==> src/rtl/fpu_pkg.sv <==
// -----------------------------------------------------------------------------
// fpu_pkg
// Shared FPU definitions: single-precision field widths, the layout of the
// extended adder sum {carry, hidden, fraction, G, R, S}, the normalizer state
// encoding and the operand magnitude-compare codes used by the pre-add aligner.
// -----------------------------------------------------------------------------
package fpu_pkg;

  localparam int MANTISSA_WIDTH = 23;
  localparam int EXP_WIDTH      = 8;
  localparam int EXP_MAX        = (1 << EXP_WIDTH) - 1;
  localparam int BIAS           = (1 << (EXP_WIDTH - 1)) - 1;

  // Bit positions inside the extended sum for the default single-precision width.
  localparam int SUM_WIDTH  = MANTISSA_WIDTH + 5;
  localparam int CARRY_BIT  = MANTISSA_WIDTH + 4;
  localparam int HIDDEN_BIT = MANTISSA_WIDTH + 3;
  // The guard/round/sticky tail and the mantissa LSB sit at fixed positions
  // regardless of mantissa width.
  localparam int LSB_BIT    = 3;
  localparam int G_BIT      = 2;
  localparam int R_BIT      = 1;
  localparam int S_BIT      = 0;

  typedef enum logic [1:0] {
    IDLE,
    NORM,
    ROUND,
    DONE
  } norm_state_e;

  typedef enum logic [1:0] {
    AGREATER,
    BGREATER,
    EQUAL
  } mag_cmp_e;

endpackage

==> src/rtl/fpu_rne_rounder.sv <==
// -----------------------------------------------------------------------------
// fpu_rne_rounder
// Combinational round-to-nearest-even of a mantissa (hidden bit included)
// using its guard/round/sticky tail. Shared by the adder and multiplier paths.
//   i_mant   mantissa with hidden bit, LSB is the rounding position
//   i_grs    {guard, round, sticky}
//   o_mant   rounded mantissa (wraps to zero when the increment carries out)
//   o_carry  increment carried out of the top bit; caller bumps its exponent
// -----------------------------------------------------------------------------
module fpu_rne_rounder #(
  parameter int MW = 24
) (
  input  logic [MW-1:0] i_mant,
  input  logic [2:0]    i_grs,
  output logic [MW-1:0] o_mant,
  output logic          o_carry
);

  logic w_round_up;

  // Round up above the halfway point, or exactly at it when the LSB is odd.
  assign w_round_up = i_grs[2] & (i_grs[1] | i_grs[0] | i_mant[0]);

  assign {o_carry, o_mant} = {1'b0, i_mant} + {{MW{1'b0}}, w_round_up};

endmodule

==> src/rtl/mantissa_normalizer.sv <==
// -----------------------------------------------------------------------------
// mantissa_normalizer
// Normalizes the raw mantissa-adder sum back to 1.xxx form, adjusts the
// exponent, rounds RNE and packs an IEEE-754 result. Iterative: one shift
// decision per cycle, one operation in flight.
//   clk, arst_n           clock, asynchronous active-low reset
//   in_valid / in_ready   input handshake (in_ready only while idle)
//   sum_in                {carry, hidden, fraction, G, R, S}
//   exp_in, sign_in       biased exponent of the larger operand, result sign
//   out_valid / out_ready output handshake; result and flags held until taken
//   result                {sign, exp, fraction}
//   overflow              result forced to infinity
//   underflow             result flushed to signed zero
//   zero                  sum was exactly zero
// -----------------------------------------------------------------------------
module mantissa_normalizer #(
  parameter int MANTISSA_WIDTH = fpu_pkg::MANTISSA_WIDTH,
  parameter int EXP_WIDTH      = fpu_pkg::EXP_WIDTH
) (
  input  logic                                clk,
  input  logic                                arst_n,
  input  logic                                in_valid,
  output logic                                in_ready,
  input  logic [MANTISSA_WIDTH+4:0]           sum_in,
  input  logic [EXP_WIDTH-1:0]                exp_in,
  input  logic                                sign_in,
  output logic                                out_valid,
  input  logic                                out_ready,
  output logic [EXP_WIDTH+MANTISSA_WIDTH:0]   result,
  output logic                                overflow,
  output logic                                underflow,
  output logic                                zero
);

  import fpu_pkg::*;

  localparam int SUM_W      = MANTISSA_WIDTH + 5;
  localparam int CARRY_POS  = MANTISSA_WIDTH + 4;
  localparam int HIDDEN_POS = MANTISSA_WIDTH + 3;
  localparam int RES_W      = EXP_WIDTH + MANTISSA_WIDTH + 1;

  // One extra exponent bit so +1 on a saturated exponent is visible, not wrapped.
  localparam logic [EXP_WIDTH:0] EXP_ONE      = {{EXP_WIDTH{1'b0}}, 1'b1};
  localparam logic [EXP_WIDTH:0] EXP_ALL_ONES = {1'b0, {EXP_WIDTH{1'b1}}};

  norm_state_e              r_state, w_state_nxt;
  logic [SUM_W-1:0]         r_sum, w_sum_nxt;
  logic [EXP_WIDTH:0]       r_exp, w_exp_nxt;
  logic                     r_sign, w_sign_nxt;
  logic [RES_W-1:0]         r_result, w_result_nxt;
  logic                     r_overflow, w_overflow_nxt;
  logic                     r_underflow, w_underflow_nxt;
  logic                     r_zero, w_zero_nxt;

  logic [MANTISSA_WIDTH:0]  w_rnd_mant;
  logic                     w_rnd_carry;
  logic [EXP_WIDTH:0]       w_exp_round;

  fpu_rne_rounder #(
    .MW (MANTISSA_WIDTH + 1)
  ) u_rounder (
    .i_mant  (r_sum[HIDDEN_POS:LSB_BIT]),
    .i_grs   (r_sum[G_BIT:S_BIT]),
    .o_mant  (w_rnd_mant),
    .o_carry (w_rnd_carry)
  );

  assign w_exp_round = r_exp + {{EXP_WIDTH{1'b0}}, w_rnd_carry};

  always_comb begin
    // NOTE: every signal gets a default before the case so no path leaves it
    // unassigned; otherwise synthesis infers a latch to hold the old value.
    w_state_nxt     = r_state;
    w_sum_nxt       = r_sum;
    w_exp_nxt       = r_exp;
    w_sign_nxt      = r_sign;
    w_result_nxt    = r_result;
    w_overflow_nxt  = r_overflow;
    w_underflow_nxt = r_underflow;
    w_zero_nxt      = r_zero;

    case (r_state)
      IDLE: begin
        if (in_valid) begin
          w_sum_nxt       = sum_in;
          w_exp_nxt       = {1'b0, exp_in};
          w_sign_nxt      = sign_in;
          w_result_nxt    = '0;
          w_overflow_nxt  = 1'b0;
          w_underflow_nxt = 1'b0;
          w_zero_nxt      = 1'b0;
          w_state_nxt     = NORM;
        end
      end

      NORM: begin
        if (r_sum == '0) begin
          w_zero_nxt   = 1'b1;
          w_result_nxt = {r_sign, {(RES_W-1){1'b0}}};
          w_state_nxt  = DONE;
        end else if (r_sum[CARRY_POS]) begin
          // Right shift by one: the old R falls into the sticky position and
          // merges with the old sticky, so no set bit is ever lost.
          w_sum_nxt   = {1'b0, r_sum[SUM_W-1:2], r_sum[R_BIT] | r_sum[S_BIT]};
          w_exp_nxt   = r_exp + EXP_ONE;
          w_state_nxt = ROUND;
        end else if (r_sum[HIDDEN_POS]) begin
          w_state_nxt = ROUND;
        end else if (r_exp <= EXP_ONE) begin
          // Shifting further would need a denormal exponent; flush instead.
          w_underflow_nxt = 1'b1;
          w_result_nxt    = {r_sign, {(RES_W-1){1'b0}}};
          w_state_nxt     = DONE;
        end else begin
          // Left shift by one; the sticky bit keeps its value rather than
          // being refilled with zero.
          w_sum_nxt = {r_sum[SUM_W-2:0], r_sum[S_BIT]};
          w_exp_nxt = r_exp - EXP_ONE;
        end
      end

      ROUND: begin
        if (w_exp_round >= EXP_ALL_ONES) begin
          w_overflow_nxt = 1'b1;
          w_result_nxt   = {r_sign, {EXP_WIDTH{1'b1}}, {MANTISSA_WIDTH{1'b0}}};
        end else begin
          // On a rounding carry-out the rounded mantissa is already all zeros.
          w_result_nxt = {r_sign, w_exp_round[EXP_WIDTH-1:0],
                          w_rnd_mant[MANTISSA_WIDTH-1:0]};
        end
        w_state_nxt = DONE;
      end

      DONE: begin
        if (out_ready) begin
          w_state_nxt = IDLE;
        end
      end

      default: w_state_nxt = IDLE;
    endcase
  end

  // NOTE: sequential state uses non-blocking assignments so every register
  // samples pre-edge values, independent of statement order.
  always_ff @(posedge clk or negedge arst_n) begin
    if (!arst_n) begin
      r_state     <= IDLE;
      r_sum       <= '0;
      r_exp       <= '0;
      r_sign      <= 1'b0;
      r_result    <= '0;
      r_overflow  <= 1'b0;
      r_underflow <= 1'b0;
      r_zero      <= 1'b0;
    end else begin
      r_state     <= w_state_nxt;
      r_sum       <= w_sum_nxt;
      r_exp       <= w_exp_nxt;
      r_sign      <= w_sign_nxt;
      r_result    <= w_result_nxt;
      r_overflow  <= w_overflow_nxt;
      r_underflow <= w_underflow_nxt;
      r_zero      <= w_zero_nxt;
    end
  end

  assign in_ready  = (r_state == IDLE);
  assign out_valid = (r_state == DONE);
  assign result    = r_result;
  assign overflow  = r_overflow;
  assign underflow = r_underflow;
  assign zero      = r_zero;

endmodule

==> config.mk <==
export PLATFORM = sky130hd
export DESIGN_NAME = mantissa_normalizer
export DESIGN_NICKNAME = d
export VERILOG_FILES = /design/src/rtl/fpu_pkg.sv /design/src/rtl/fpu_rne_rounder.sv /design/src/rtl/mantissa_normalizer.sv
export SDC_FILE = /design/constraint.sdc
export NUM_CORES = 1
export LEC_CHECK = 0
export CAP_MARGIN = 5
export CORE_UTILIZATION = 40
export CTS_CLUSTER_SIZE = 14
export DETAILED_ROUTE_END_ITERATION = 10
export RECOVER_POWER = 25
export SYNTH_ARGS = -nofsm -noshare
export SYNTH_HDL_FRONTEND = slang
export SYNTH_SLANG_ARGS = --single-unit
==> constraint.sdc <==
create_clock -name clk -period 3.61 [get_ports clk]
set_clock_uncertainty 0.05 [all_clocks]
set_input_delay 0.5415 -clock clk [delete_from_list [all_inputs] [get_ports clk]]
set_output_delay 0.5415 -clock clk [all_outputs]
set_load 0.005 [all_outputs]
## Yosys cells after proc, flatten, opt, wreduce, memory -nomap -nowiden

Cells that the tools add are included.

- $add $sub $neg: 4
- $lt $le $gt $ge: 2
- Equal/unequal tests: 18
- Muxes and demuxes: 36
- Bitwise gates (word level): 3
- Reduce and logical (&&, ||, !) cells: 14

Operator list:

| operator | count |
|---|---|
| $mux 32 | 5 |
| $pmux 32 s3 | 1 |
| $mux 27 | 3 |
| $mux 28 | 2 |
| $pmux 28 s2 | 1 |
| $mux 9 | 5 |
| $mux 31 | 1 |
| $logic_not 28->1 | 1 |
| $add 24x1->25 | 1 |
| $pmux 9 s2 | 1 |
| $ne 2x2->1 const B | 8 |
| $ne 3x3->1 const B | 5 |
| $mux 2 | 6 |
| $reduce_and 3->1 | 4 |
| $reduce_and 5->1 | 2 |
| $add 9x1->9 | 1 |
| $add 9x1->9 const B | 1 |
| $ge 9x8->1 const B | 1 |
| $le 9x1->1 const B | 1 |
| $sub 9x1->9 const B | 1 |
| $pmux 2 s4 | 1 |
| $mux 1 | 7 |
| $pmux 1 s2 | 3 |
| $reduce_and 6->1 | 1 |
| other kinds (11) | 14 |

- Register bits: 75
- Input port bits: 41
- Output and inout port bits: 37
- Word-level logic and storage cells: 87

## Logic depth before layout (Yosys ltp)

- Depth after elaboration: 8
- Depth in mapped cells: 14
- Gate-level depth less buffers: 13

## By module

From an unflattened synthesis, not the netlist that was laid out.

- Cells, all modules: 517
- Area total of the unflattened synthesis: 4722.0 µm²

By module, submodules not included:

| module | times used | cells an instance | area an instance (µm²) | sequential area each (µm²) |
|---|---|---|---|---|
| mantissa_normalizer | 1 | 451 | 4255.3 | 1876.8 |
| fpu_rne_rounder | 1 | 66 | 466.7 | 0.0 |

## Worst setup path before layout

No wires, ideal clock.

- Path type: register to register
- Start: register r_sum[3]
- End: register r_result[10], in the netlist result[10]
- Library setup time: 0.096 ns
- Arrival time: 3.466 ns
- Data required time: 3.464 ns
- Slack: -0.002 ns
- Cell stages (with the launch flop): 15
- Path buffers: 1
- Period minus slack after synthesis: 3.612 ns
- Path through: dfrtp_1 -> and2_1 -> ha_1 -> nand3_1 -> nor4_1 -> nand3_1 -> nor2_1 -> ha_1 -> ha_1 -> nand3_1 -> nor3_1 -> xnor2_1 -> a311o_1 -> clkbuf_1 -> o31ai_1

- Word-level cells in the longest chain between the ends: 7
- Elaborated cells on any way between the ends: 13
- Classes of those cells: add/sub (2); order compare (1); eq/ne (3); mux (3); bitwise (2); reduce/logical (2)

RTL lines:

| what | line | RTL |
|---|---|---|
| start: declaration | mantissa_normalizer.sv:47 | `logic [SUM_W-1:0] r_sum, w_sum_nxt;` |
| start signal: assignment | mantissa_normalizer.sv:158 | `r_sum <= w_sum_nxt;` |
| $or 1x1->1 | fpu_rne_rounder.sv:22 | `assign w_round_up = i_grs[2] & (i_grs[1] \| i_grs[0] \| i_mant[0]);` |
| $and 1x1->1 | fpu_rne_rounder.sv:22 |  |
| $add 24x1->25 | fpu_rne_rounder.sv:24 | `assign {o_carry, o_mant} = {1'b0, i_mant} + {{MW{1'b0}}, w_round_up};` |
| $add 9x1->9 | mantissa_normalizer.sv:68 | `assign w_exp_round = r_exp + {{EXP_WIDTH{1'b0}}, w_rnd_carry};` |
| $ge 9x8->1 | mantissa_normalizer.sv:123 | `if (w_exp_round >= EXP_ALL_ONES) begin` |
| $mux 31 | mantissa_normalizer.sv:123 |  |
| $pmux 32 s3 | mantissa_normalizer.sv:82 | `case (r_state)` |
| end signal: assignment | mantissa_normalizer.sv:161 | `r_result <= w_result_nxt;` |
| end: declaration | mantissa_normalizer.sv:50 | `logic [RES_W-1:0] r_result, w_result_nxt;` |

Several ways; a longest one is shown, not always the timed one.
A chain may end at the register's enable or synchronous reset.

## Final worst setup path

- Start: register r_sum[10]
- End: register r_result[22], in the netlist result[22]

- Word-level cells in the longest chain between the ends: 5
- Elaborated cells on any way between the ends: 11
- Classes of those cells: add/sub (2); order compare (1); eq/ne (3); mux (3); reduce/logical (2)

RTL lines:

| what | line |
|---|---|
| $add 24x1->25 | fpu_rne_rounder.sv:24 |
| $add 9x1->9 | mantissa_normalizer.sv:68 |
| $ge 9x8->1 | mantissa_normalizer.sv:123 |
| $mux 31 | mantissa_normalizer.sv:123 |
| $pmux 32 s3 | mantissa_normalizer.sv:82 |

Several ways; a longest one is shown, not always the timed one.

==> key figures <==
Outcome
  • Status: complete, but fails checks
  • Failing checks: DRC, capacitance limit, slew limit

Floorplanning
  • Die ar.: 12500 µm²
  • DIE HEIGHT: 112 µm
  • Die width: 112 µm
  • I/O pin cnt: 78
  • Initial Util: 0.416
  • # rows: 39
  • Core area: 11600 µm²

STA
  • Least-Margin Pin Slew: 1950 ps
  • Period utilisation layout: 0.927
  • Setup WS post-layout: 265 ps
  • RSZ-0062 raised after global routing: no
  • Slew Limit Fails: 76
  • Hold_ws: 437 ps
  • Final setup viols: 0
  • Max Freq: 299 MHz
  • Slew headroom: -0.300
  • Final Hold Viols: 0
  • Setup TNS: 0 ps
  • Clock period minus worst slack: 3340 ps

Drt
  • Antenna-violating nets left: 0
  • Via-to-Cell Ratio: 6.01
  • DRC: 5
  • Vias post-DR: 4420
  • Mean routed wirelength per cell: 19.2 µm
  • Total Wirelength: 14100 µm
  • Detailed-router iteration count before antenna repair: 8
  • Drt initial violations: 360

Setup path
  • Crit path kind: register to register
  • Setup crit end kind: register
  • Maximum fanout along the worst path: 23
  • Critical Path RT: 3790 ps
  • CP arrival: 3520 ps
  • Crit start category: register

Place
  • Final Wtd Congestion: 0.874
  • Placed cell area: 5830 µm²
  • Post-Place Worst Slack: -163 ps
  • I/O Buffers: 77
  • Placed cell count: 720
  • DPL Wire Length: 9840 µm

Synthesis
  • Synth Warn #: 0
  • Mapped Cells: 514
  • EDFF count, synth: 0
  • Library cells used by synthesis: 60
  • Async set-or-reset flop fraction in the synthesized netlist: 1.00
  • Synthesized flop and latch total: 75
  • Synth top area share: 0.388
  • Synthesized area per cell: 9.41 µm²
  • Dominant cell type by area after synthesis: dfrtp_1
  • Area of the mapped netlist: 4840 µm²
  • Synth area leaders: dfrtp_1 (39%), mux2_2 (5.1%), a221o_1 (4.3%)
  • Synth Flop Type: dfrtp_1
  • Sequential fraction of the synthesis area: 0.388
  • Post-synth net total: 565

Final layout
  • # fillers: 1077
  • Final Non-Filler Cells: 735
  • Finished Cell Area: 6170 µm²
  • Nets@finish: 640
  • Antenna fix cells: 0
  • Layout cell share with drive strength beyond 1: 0.140
  • Area delta synth->final: 27.6%

Worst hold path
  • Hold/Removal Path Class: register to register

Power
  • PD cells: 925 nW/µm²
  • LEAKAGE: 2.55 nW
  • Peak supply drop: 0.437 mV

CTS
  • Num CTS Buffers: 9
  • Bufs on Longest Clock Path: 2
  • H-tree depth: 3
  • Hold-fix buffers, CTS: 0
  • Clock tree from TritonCTS: built
  • Worst-path clk slew: 60 ps
  • Clock sink total: 75
  • Skew-Pair Late Insertion Delay: 340 ps
  • CTS root buffer: clkbuf_16

Global route
  • Vias in the first global route: 4251
  • Initial antenna violation count: 0
  • First-pass GRT wire length: 23300 µm
  • Gr usage total: 0.237
  • Grt total ovfl: 0
  • Largest net degree at the start of global routing: 76

Run
  • Maxcap violations: 1
stage by stage:
| step | utilization | total power [mW] |
|---|---|---|
| finish | 0.531 | 5.71 |
| global route | 0.531 | 6.10 |
| CTS | 0.530 | 5.70 |
| detailed placement | 0.502 | 4.70 |
| global placement | 0.502 | 4.65 |
| floorplan | - | 3.50 |
flip-flops by register name, indices dropped and copies added, names as in the netlist:
register,flops
underflow,1
overflow,1
result,32
zero,1
r_exp,9
r_sum,28
r_sign,1
r_state,2
per-layer routing:
metal / vias to the layer above / wire length, µm / global-route usage
li1: 2080 / - / -
met1: 2154 / 6840 / 0.353
met2: 171 / 6270 / 0.354
met3: 15 / 756 / 0.0338
met4: 0 / 217 / 0.0693
met5: - / 0 / 0
kinds of logic after synthesis:
family / after synthesis / share of synthesized area
flip-flops: 75 / 0.388
adder cells (fa/ha/maj): 10 / 0.0259
AO/OA/AOI/OAI: 133 / 0.202
buffers and inverters: 62 / 0.0574
XOR/XNOR: 30 / 0.0543
multiplexers: 38 / 0.0869
AND/OR/NAND/NOR: 166 / 0.185
synth_stat cells (14+ instances only):
cell type	n
o21ai_1	22
a221o_1	21
a21oi_1	25
dfrtp_1	75
nand3_1	29
and3_1	31
nand2_1	25
inv_1	14
mux2_2	22
clkbuf_1	34
o31ai_1	19
nor3_1	17
nor2_1	19
nor4_1	16
xnor2_1	21
placed cells by master, fill, tap and decap left out, drive strengths merged, types with 17 or more instances in the layout:
cell,count
dfrtp,75
clkdlybuf4s50,76
o21ai,26
xnor2,21
o31ai,19
nand3,29
nor2,19
mux2,32
and3,31
a21oi,25
buf,33
a221o,21
nor3,17
nand2,26
layout make-up:
type / count / area, µm² / share of cell area
multi-input combinational: 377 / 2710 / 0.439
timing repair buffer: 110 / 1030 / 0.166
clock buffer: 12 / 256 / 0.0416
sequential: 75 / 1880 / 0.304
tap: 143 / 179 / 0.0290
inverter: 16 / 60.1 / 0.00973
clock inverter: 2 / 60.1 / 0.00973
report_power, final:
| group | leakage, nW | internal (mW) | switching [mW] |
|---|---|---|---|
| logic | 1.43 | 1.42 | 1.70 |
| clock network | 0.155 | 0.636 | 0.341 |
| registers | 0.962 | 1.22 | 0.382 |
| total | 2.55 | 3.28 | 2.43 |
critical path, cell delays in order (launching register included):
cell and delay [ps]:
dfrtp_1 470, nand4_1 210, nor4_4 340, nand3_1 150
nor2_1 190, ha_1 240, ha_1 250, nand3_1 200
nor3_4 220, xnor2_1 110, a311o_1 360, buf_12 170
o31ai_1 260
what timing repair did:
action,4_1_cts,5_1_grt
endpoints found under the setup margin,31,32
gates resized for setup,2,1
pin swaps,1,1
buffers inserted,0,1
path summary, 6_finish.rpt:
path | from | endpoint | slack (ps) | cells after the start
setup reg to reg | r_sum[10] | result[22] | 270 | 12
max in group asynchronous | arst_n | r_exp[4] | 1640 | 1
setup / recovery | r_sum[10] | result[22] | 270 | 12
hold reg to reg | result[7] | result[7] | 440 | 1
min in group asynchronous | arst_n | result[14] | 700 | 1
hold / removal | result[7] | result[7] | 440 | 1
Note: power is estimated with default switching activity, not from simulation.
